==> src/rtl/uart_tx_cfg.sv <==
// rtl/uart_tx_cfg.sv - configurable UART transmitter (word length, parity, stop length, oversampling)
module uart_tx_cfg #(
    parameter int DBIT       = 8,
    parameter int OVERSAMPLE = 16,
    parameter int SB_TICK    = 16,
    parameter int PARITY_EN  = 0,
    parameter int PARITY_ODD = 0
) (
    input  logic            clk,
    input  logic            reset_n,
    input  logic            s_tick,
    input  logic [DBIT-1:0] tx_din,
    input  logic            tx_start,
    output logic            tx,
    output logic            tx_busy,
    output logic            tx_done_tick
);

    localparam int TMAX = (OVERSAMPLE > SB_TICK) ? OVERSAMPLE : SB_TICK;
    localparam int TW   = $clog2(TMAX);
    localparam int BW   = $clog2(DBIT);

    localparam logic [TW-1:0] OS_LAST  = TW'(OVERSAMPLE - 1);
    localparam logic [TW-1:0] SB_LAST  = TW'(SB_TICK - 1);
    localparam logic [BW-1:0] BIT_LAST = BW'(DBIT - 1);

    typedef enum logic [2:0] {IDLE, START, DATA, PARITY, STOP} state_t;

    state_t          state_q;
    logic [TW-1:0]   tick_q;
    logic [BW-1:0]   bit_q;
    logic [DBIT-1:0] shift_q;
    logic            par_q;
    logic            tx_q;
    logic            busy_q;
    logic            done_q;
    logic            tick_end;

    // The current bit period finishes on this cycle's s_tick.
    always_comb begin
        tick_end = 1'b0;
        if (s_tick) begin
            case (state_q)
                START, DATA, PARITY: tick_end = (tick_q == OS_LAST);
                STOP:                tick_end = (tick_q == SB_LAST);
                default:             tick_end = 1'b0;
            endcase
        end
    end

    // Outputs are registered from the current state, so they trail the state by one clk.
    always_ff @(posedge clk or negedge reset_n) begin
        if (!reset_n) begin
            state_q <= IDLE;
            tick_q  <= '0;
            bit_q   <= '0;
            shift_q <= '0;
            par_q   <= 1'b0;
            tx_q    <= 1'b1;
            busy_q  <= 1'b0;
            done_q  <= 1'b0;
        end else begin
            done_q <= 1'b0;
            busy_q <= (state_q != IDLE);
            if (state_q != IDLE && s_tick) begin
                tick_q <= tick_end ? '0 : tick_q + 1'b1;
            end
            case (state_q)
                IDLE: begin
                    tx_q <= 1'b1;
                    if (tx_start) begin
                        shift_q <= tx_din;
                        par_q   <= PARITY_ODD[0];
                        tick_q  <= '0;
                        state_q <= START;
                    end
                end
                START: begin
                    tx_q <= 1'b0;
                    if (tick_end) begin
                        bit_q   <= '0;
                        state_q <= DATA;
                    end
                end
                DATA: begin
                    tx_q <= shift_q[0];
                    if (tick_end) begin
                        par_q   <= par_q ^ shift_q[0];
                        shift_q <= shift_q >> 1;
                        bit_q   <= bit_q + 1'b1;
                        if (bit_q == BIT_LAST) begin
                            state_q <= (PARITY_EN != 0) ? PARITY : STOP;
                        end
                    end
                end
                PARITY: begin
                    tx_q <= par_q;
                    if (tick_end) begin
                        state_q <= STOP;
                    end
                end
                STOP: begin
                    tx_q <= 1'b1;
                    if (tick_end) begin
                        state_q <= IDLE;
                        done_q  <= 1'b1;
                        busy_q  <= 1'b0;
                    end
                end
                default: state_q <= IDLE;
            endcase
        end
    end

    assign tx           = tx_q;
    assign tx_busy      = busy_q;
    assign tx_done_tick = done_q;

endmodule

==> config.mk <==
export PLATFORM = sky130hd
export DESIGN_NAME = uart_tx_cfg
export DESIGN_NICKNAME = d
export VERILOG_FILES = /design/src/rtl/uart_tx_cfg.sv
export SDC_FILE = /design/constraint.sdc
export NUM_CORES = 1
export LEC_CHECK = 0
export ABC_AREA = 1
export CORE_ASPECT_RATIO = 1.5
export CORE_MARGIN = 4
export CORE_UTILIZATION = 29
export DETAILED_ROUTE_END_ITERATION = 12
export PLACE_DENSITY_LB_ADDON = 0.12
export SYNTH_ARGS = -nofsm -noshare
export SYNTH_HDL_FRONTEND = slang
export SYNTH_SLANG_ARGS = --single-unit
==> constraint.sdc <==
create_clock -name clk -period 3.9 [get_ports clk]
set_input_delay 0.39 -clock clk [delete_from_list [all_inputs] [get_ports clk]]
set_output_delay 0.39 -clock clk [all_outputs]
set_load 0.005 [all_outputs]
# == After elaboration in Yosys (flattened, before gate mapping) ==
# Index checks and enable logic that the tools add are counted.
# word_totals
regBits,22
# op_classes
add_sub_neg,2
eq_ne,12
n_mux,26
bitwise,1
reduce_logical,11
# ops
cell,count
$mux W3,7
$mux W4,4
$mux W8,2
$pmux W8 S2,1
$pmux W3 S5,1
$ne A2 B2 Y1 const B,6
$mux W1,8
$eq A3 B2 Y1 const B,2
$eq A3 B3 Y1 const B,2
$pmux W3 S2,1
$reduce_and A3 Y1,2
$reduce_and A6 Y1,1
$add A4 B1 Y4 const B,1
$eq A4 B4 Y1 const B,1
$pmux W1 S4,1
$reduce_bool A2 Y1,2
$reduce_bool A4 Y1,1
$reduce_or A4 Y1,1
$add A3 B1 Y3 const B,1
$eq A3 B1 Y1 const B,1
$logic_not A3 Y1,1
$reduce_bool A3 Y1,1
$pmux W1 S2,1
$reduce_or A2 Y1,1
other kinds (2),2

# == Depth between registers and ports, before layout ==
# depth
word_depth,8
ltp_mapped,8

# == Worst setup path before layout ==
# OpenSTA, ideal clock, no wires.
# synth_timing
path_type,reg2reg
from,register tick_q[0]
to,register state_q[0]
setup_ns,0.117
t_arrival_ns,1.190
t_required_ns,3.783
path_slack_ns,2.593
path_stages_with_launch,9
period_less_slack_ns,1.307
path_cell_list,dfrtp_1 ha_1 nand2_2 nor2_8 nor2_1 nor2_1 nand2_2 nand2_1 nand2_1
# synth_via
elab_chain_cells,5
# synth_lines
element,line,source
"start, declared",30,logic [TW-1:0] tick_q;
"start signal, assigned",66,tick_q <= tick_end ? '0 : tick_q + 1'b1;
$eq A4 B4 Y1 *,"44, 45",
$mux W1 *,n/a,
$mux W1 *,42,if (s_tick) begin
$ne A2 B2 Y1 (no line),n/a,
$reduce_and A6 Y1 (no line) *,n/a,
"end signal, assigned",92,state_q <= (PARITY_EN != 0) ? PARITY : STOP;
"end, declared",29,state_t state_q;
# Mark *: on every way between the ends. The rest lies on a longest branch, timed or not.
# A chain may end at the register's enable or synchronous reset.

# == Worst setup path after layout ==
# layout_timing
from,register tx_q (netlist: tx)
to,output port tx
# layout_lines
element,line,source
"start, declared",34,logic tx_q;
"start signal, assigned",86,tx_q <= shift_q[0];
"start signal, assigned",97,tx_q <= par_q;
"end, declared",14,"output logic tx,"
# No word-level cell between the ends.

==> impl_metrics.prom <==
# TYPE chip_impl_metric gauge
chip_impl_metric{name="gate_count_post_synth",unit=""} 146
chip_impl_metric{name="finalPower",unit="W"} 0.000765
chip_impl_metric{name="global_route_wire_length_before_repair",unit="um"} 4510
chip_impl_info{name="clock_root_buffer_master",value="sky130_fd_sc_hd__clkbuf_8"} 1
chip_impl_info{name="run_status",value="finished, final reports clean"} 1
chip_impl_metric{name="timing.fmax",unit="MHz"} 599
chip_impl_metric{name="layout.core_utilization",unit="%"} 34.8
chip_impl_metric{name="layout_worst_path_cycle_share",unit="%"} 42.8
chip_impl_metric{name="pin_count",unit=""} 15
chip_impl_metric{name="wirelength",unit="um"} 2600
chip_impl_info{name="crit_slowest_cell",value="sky130_fd_sc_hd__dfstp_2"} 1
chip_impl_metric{name="arrival",unit="ns"} 1.28
chip_impl_metric{name="dp.cells",unit=""} 204
chip_impl_metric{name="mappedNetlistNets",unit=""} 161
chip_impl_metric{name="yosysUniqueCellTypes",unit=""} 28
chip_impl_metric{name="drt_pass1_iterations",unit=""} 4
chip_impl_metric{name="postSynth.asyncResetShare",unit="%"} 100
chip_impl_metric{name="overflow",unit=""} 0
chip_impl_metric{name="finalHoldViolCount",unit=""} 0
chip_impl_metric{name="areaGrowthSynthToFinish",unit="%"} 16.9
chip_impl_info{name="synthMostInstantiatedCell",value="sky130_fd_sc_hd__nand2_1"} 1
chip_impl_metric{name="htreeDepth",unit=""} 1
chip_impl_metric{name="yosys.area.top_type_share",unit="%"} 41.9
chip_impl_metric{name="die_w",unit="um"} 61.7
chip_impl_info{name="synthTopCellsByArea",value="sky130_fd_sc_hd__dfrtp_1 (42%), sky130_fd_sc_hd__nand2_1 (17%), sky130_fd_sc_hd__nand3_2 (6.4%)"} 1
chip_impl_metric{name="setup_tns",unit="ns"} 0
chip_impl_metric{name="final_period_minus_worst_setup_slack",unit="ns"} 1.67
chip_impl_metric{name="total_leakage_power",unit="nW"} 0.745
chip_impl_metric{name="cts_inserted_buffers",unit=""} 3
chip_impl_info{name="dominantRegCellSynth",value="sky130_fd_sc_hd__dfrtp_1"} 1
chip_impl_metric{name="first_global_vias",unit=""} 985
chip_impl_metric{name="synth_warnings",unit=""} 0
chip_impl_metric{name="dr.first_iter.drc_count",unit=""} 27
chip_impl_info{name="synth_top_cells_by_count",value="sky130_fd_sc_hd__nand2_1 (56), sky130_fd_sc_hd__dfrtp_1 (21), sky130_fd_sc_hd__nor2_1 (9)"} 1
chip_impl_metric{name="finalClockSkew",unit="ns"} 0.00708
chip_impl_metric{name="globalplace.congestion",unit=""} 0.759
chip_impl_metric{name="synth_enable_flop_cells",unit=""} 0
chip_impl_metric{name="dp_hpwl",unit="um"} 1930
chip_impl_metric{name="final_worst_path_setup_slack",unit="ns"} 2.23
chip_impl_metric{name="drtAntennaViolNets",unit=""} 0
chip_impl_metric{name="avgSynthCellArea",unit="sq um"} 8.59
chip_impl_info{name="cp_cell_sequence",value="clkdlybuf4s50_1"} 1
chip_impl_metric{name="worst_slew_pin_slew",unit="ns"} 1.02
chip_impl_metric{name="dr_total_vias",unit=""} 974
chip_impl_metric{name="drt_drc_violations_left",unit=""} 0
chip_impl_info{name="unrepaired_setup_endpoints_after_global_routing",value="no"} 1
chip_impl_info{name="cp_top_family",value="flip-flops"} 1
chip_impl_metric{name="placeableCoreArea",unit="sq mm"} 0.00421
chip_impl_metric{name="fin_cells",unit=""} 208
chip_impl_metric{name="critPathMaxFanout",unit=""} 2
chip_impl_metric{name="dieArea",unit="sq mm"} 0.00546
chip_impl_info{name="crit_path_end_kind",value="output port"} 1
chip_impl_metric{name="groute.usage.overall",unit="%"} 11.0
chip_impl_metric{name="post_route_cells_drive_above_1_share",unit="%"} 20.4
chip_impl_metric{name="power_density",unit="mW/mm^2"} 522
chip_impl_metric{name="yosys_register_bits",unit=""} 22
chip_impl_metric{name="number_of_sinks_handled_by_clock_tree_synthesis",unit=""} 22
chip_impl_info{name="cell_taking_the_most_area_after_synthesis",value="sky130_fd_sc_hd__dfrtp_1"} 1
chip_impl_metric{name="worstPathRequired",unit="ns"} 3.51
chip_impl_metric{name="clk_latency",unit="ns"} 0.26
chip_impl_metric{name="place.port_buffers",unit=""} 14
chip_impl_metric{name="post_cts.resized_instances",unit=""} 0
chip_impl_metric{name="max_slew_margin",unit="%"} 31.5
chip_impl_metric{name="fillerInstances",unit=""} 464
chip_impl_info{name="critPathLaunchType",value="register"} 1
chip_impl_metric{name="avgRoutedWirePerCell",unit="um"} 12.5
chip_impl_metric{name="initial_antenna_violation_count",unit=""} 0
chip_impl_info{name="worst-setup-path-type",value="reg2out"} 1
chip_impl_metric{name="routed_via_density",unit=""} 4.68
chip_impl_metric{name="height_of_the_chip",unit="um"} 88.5
chip_impl_metric{name="vdd_drop_max",unit="V"} 0.000239
chip_impl_metric{name="initial_core_util",unit="%"} 29.8
chip_impl_metric{name="setup_violations",unit=""} 0
chip_impl_info{name="tritoncts_clock_tree",value="yes"} 1
chip_impl_info{name="worstHoldPathType",value="reg2reg"} 1
chip_impl_metric{name="final_nets",unit=""} 178
chip_impl_metric{name="antenna_cells_inserted",unit=""} 0
chip_impl_metric{name="ctsLongestPathBuffers",unit=""} 2
chip_impl_metric{name="ys_seq_area_share",unit="%"} 44.0
chip_impl_metric{name="floorplan.rows",unit=""} 29
chip_impl_metric{name="grt_start_max_net_pins",unit=""} 23
chip_impl_metric{name="register_clock_pin_slew_on_the_reported_worst_setup_and_hold_paths",unit="ns"} 0.08
chip_impl_metric{name="slew_violations",unit=""} 0
chip_impl_metric{name="post_cts_hold_buffer_count",unit=""} 0
chip_impl_metric{name="cp_num_buf_inv",unit=""} 1
chip_impl_metric{name="cpPeakStageDelay",unit="ns"} 0.53
chip_impl_metric{name="syn-cell-area",unit="sq mm"} 0.00125
chip_impl_metric{name="place_ws",unit="ns"} 2.14
chip_impl_metric{name="max_cap_violations",unit=""} 0
chip_impl_metric{name="number_of_buffers_inserted_to_repair_setup_after_cts",unit=""} 0
## kinds of logic (layout without fill, tap and decap cells)
group | after synthesis | count (layout) | share of synthesized area (%)
AO/OA/AOI/OAI | 12 | 12 | 5.89
buffers and inverters | 11 | 27 | 5.39
XOR/XNOR | 1 | 1 | 0.699
AND/OR/NAND/NOR | 97 | 97 | 41.0
flip-flops | 22 | 22 | 44.0
adder cells (fa/ha/maj) | 3 | 3 | 2.99
## layout by cell type (no fill, tap or decap), types with 2 or more instances in the layout
master / netlist / routed
sky130_fd_sc_hd__nor2_1: 9 / 9
sky130_fd_sc_hd__a21oi_1: 3 / 3
sky130_fd_sc_hd__nand3_1: 7 / 7
sky130_fd_sc_hd__inv_1: 5 / 5
sky130_fd_sc_hd__nand2_2: 5 / 5
sky130_fd_sc_hd__clkdlybuf4s50_1: 0 / 14
sky130_fd_sc_hd__o21ai_0: 2 / 2
sky130_fd_sc_hd__nand2_4: 2 / 2
sky130_fd_sc_hd__nor2_4: 2 / 2
sky130_fd_sc_hd__nor2_2: 3 / 3
sky130_fd_sc_hd__dfrtp_1: 21 / 21
sky130_fd_sc_hd__nand2_1: 56 / 56
sky130_fd_sc_hd__inv_2: 3 / 3
sky130_fd_sc_hd__clkbuf_8: 0 / 3
sky130_fd_sc_hd__nand3_2: 8 / 8
sky130_fd_sc_hd__ha_1: 3 / 3
sky130_fd_sc_hd__o21ai_1: 3 / 3
sky130_fd_sc_hd__o21ai_2: 2 / 2
## worst paths after layout
check,from,end,slack [ns],cells after the start
worst min register to register,bit_q[2]$_DFFE_PN0P_,bit_q[2]$_DFFE_PN0P_,0.49,2
worst min-delay path,bit_q[2]$_DFFE_PN0P_,bit_q[2]$_DFFE_PN0P_,0.49,2
max in group asynchronous,reset_n,state_q[1]$_DFFE_PN0P_,2.60,1
worst max-delay path,tx$_DFFE_PN1P_,tx,2.23,1
min in group asynchronous,reset_n,shift_q[2]$_DFFE_PN0P_,0.69,1
worst max register to register,state_q[0]$_DFFE_PN0P_,shift_q[0]$_DFFE_PN0P_,2.36,7
## state kept, by name, summed over array words and instances (netlist names)
register and count:
par_q 1, state_q 3, shift_q 8, bit_q 3
tx_busy 1, tx_done_tick 1, tx 1, tick_q 4
## metal layers
layer	wire [um]	global-route usage, %
met1	1100	13.1
met2	1340	18.7
met3	105	2.04
met4	53	4.63
met5	0	0
## layout make-up
cell class | instances | area, sq um | share of cell area, %
clock buffer | 4 | 45.0 | 3.07
sequential | 22 | 552 | 37.7
tap | 46 | 57.6 | 3.93
timing repair buffer | 14 | 140 | 9.56
inverter | 9 | 36.3 | 2.48
multi-input combinational | 113 | 634 | 43.3
## metrics by stage
stage	hold slack (ns)	cell area, sq um
floorplan	0.0944	1250
finish	0.486	1470
detailed placement	0.469	1420
global placement	0.464	1420
global route	0.517	1470
CTS	0.490	1470
## power breakdown
group | internal, W | leakage [nW] | switching (W)
clock network | 0.0000729 | 0.0228 | 0.0000744
logic | 0.000114 | 0.438 | 0.000154
registers | 0.000299 | 0.284 | 0.0000515
total | 0.000486 | 0.745 | 0.000280
Note: power is estimated with default switching activity, not from simulation.
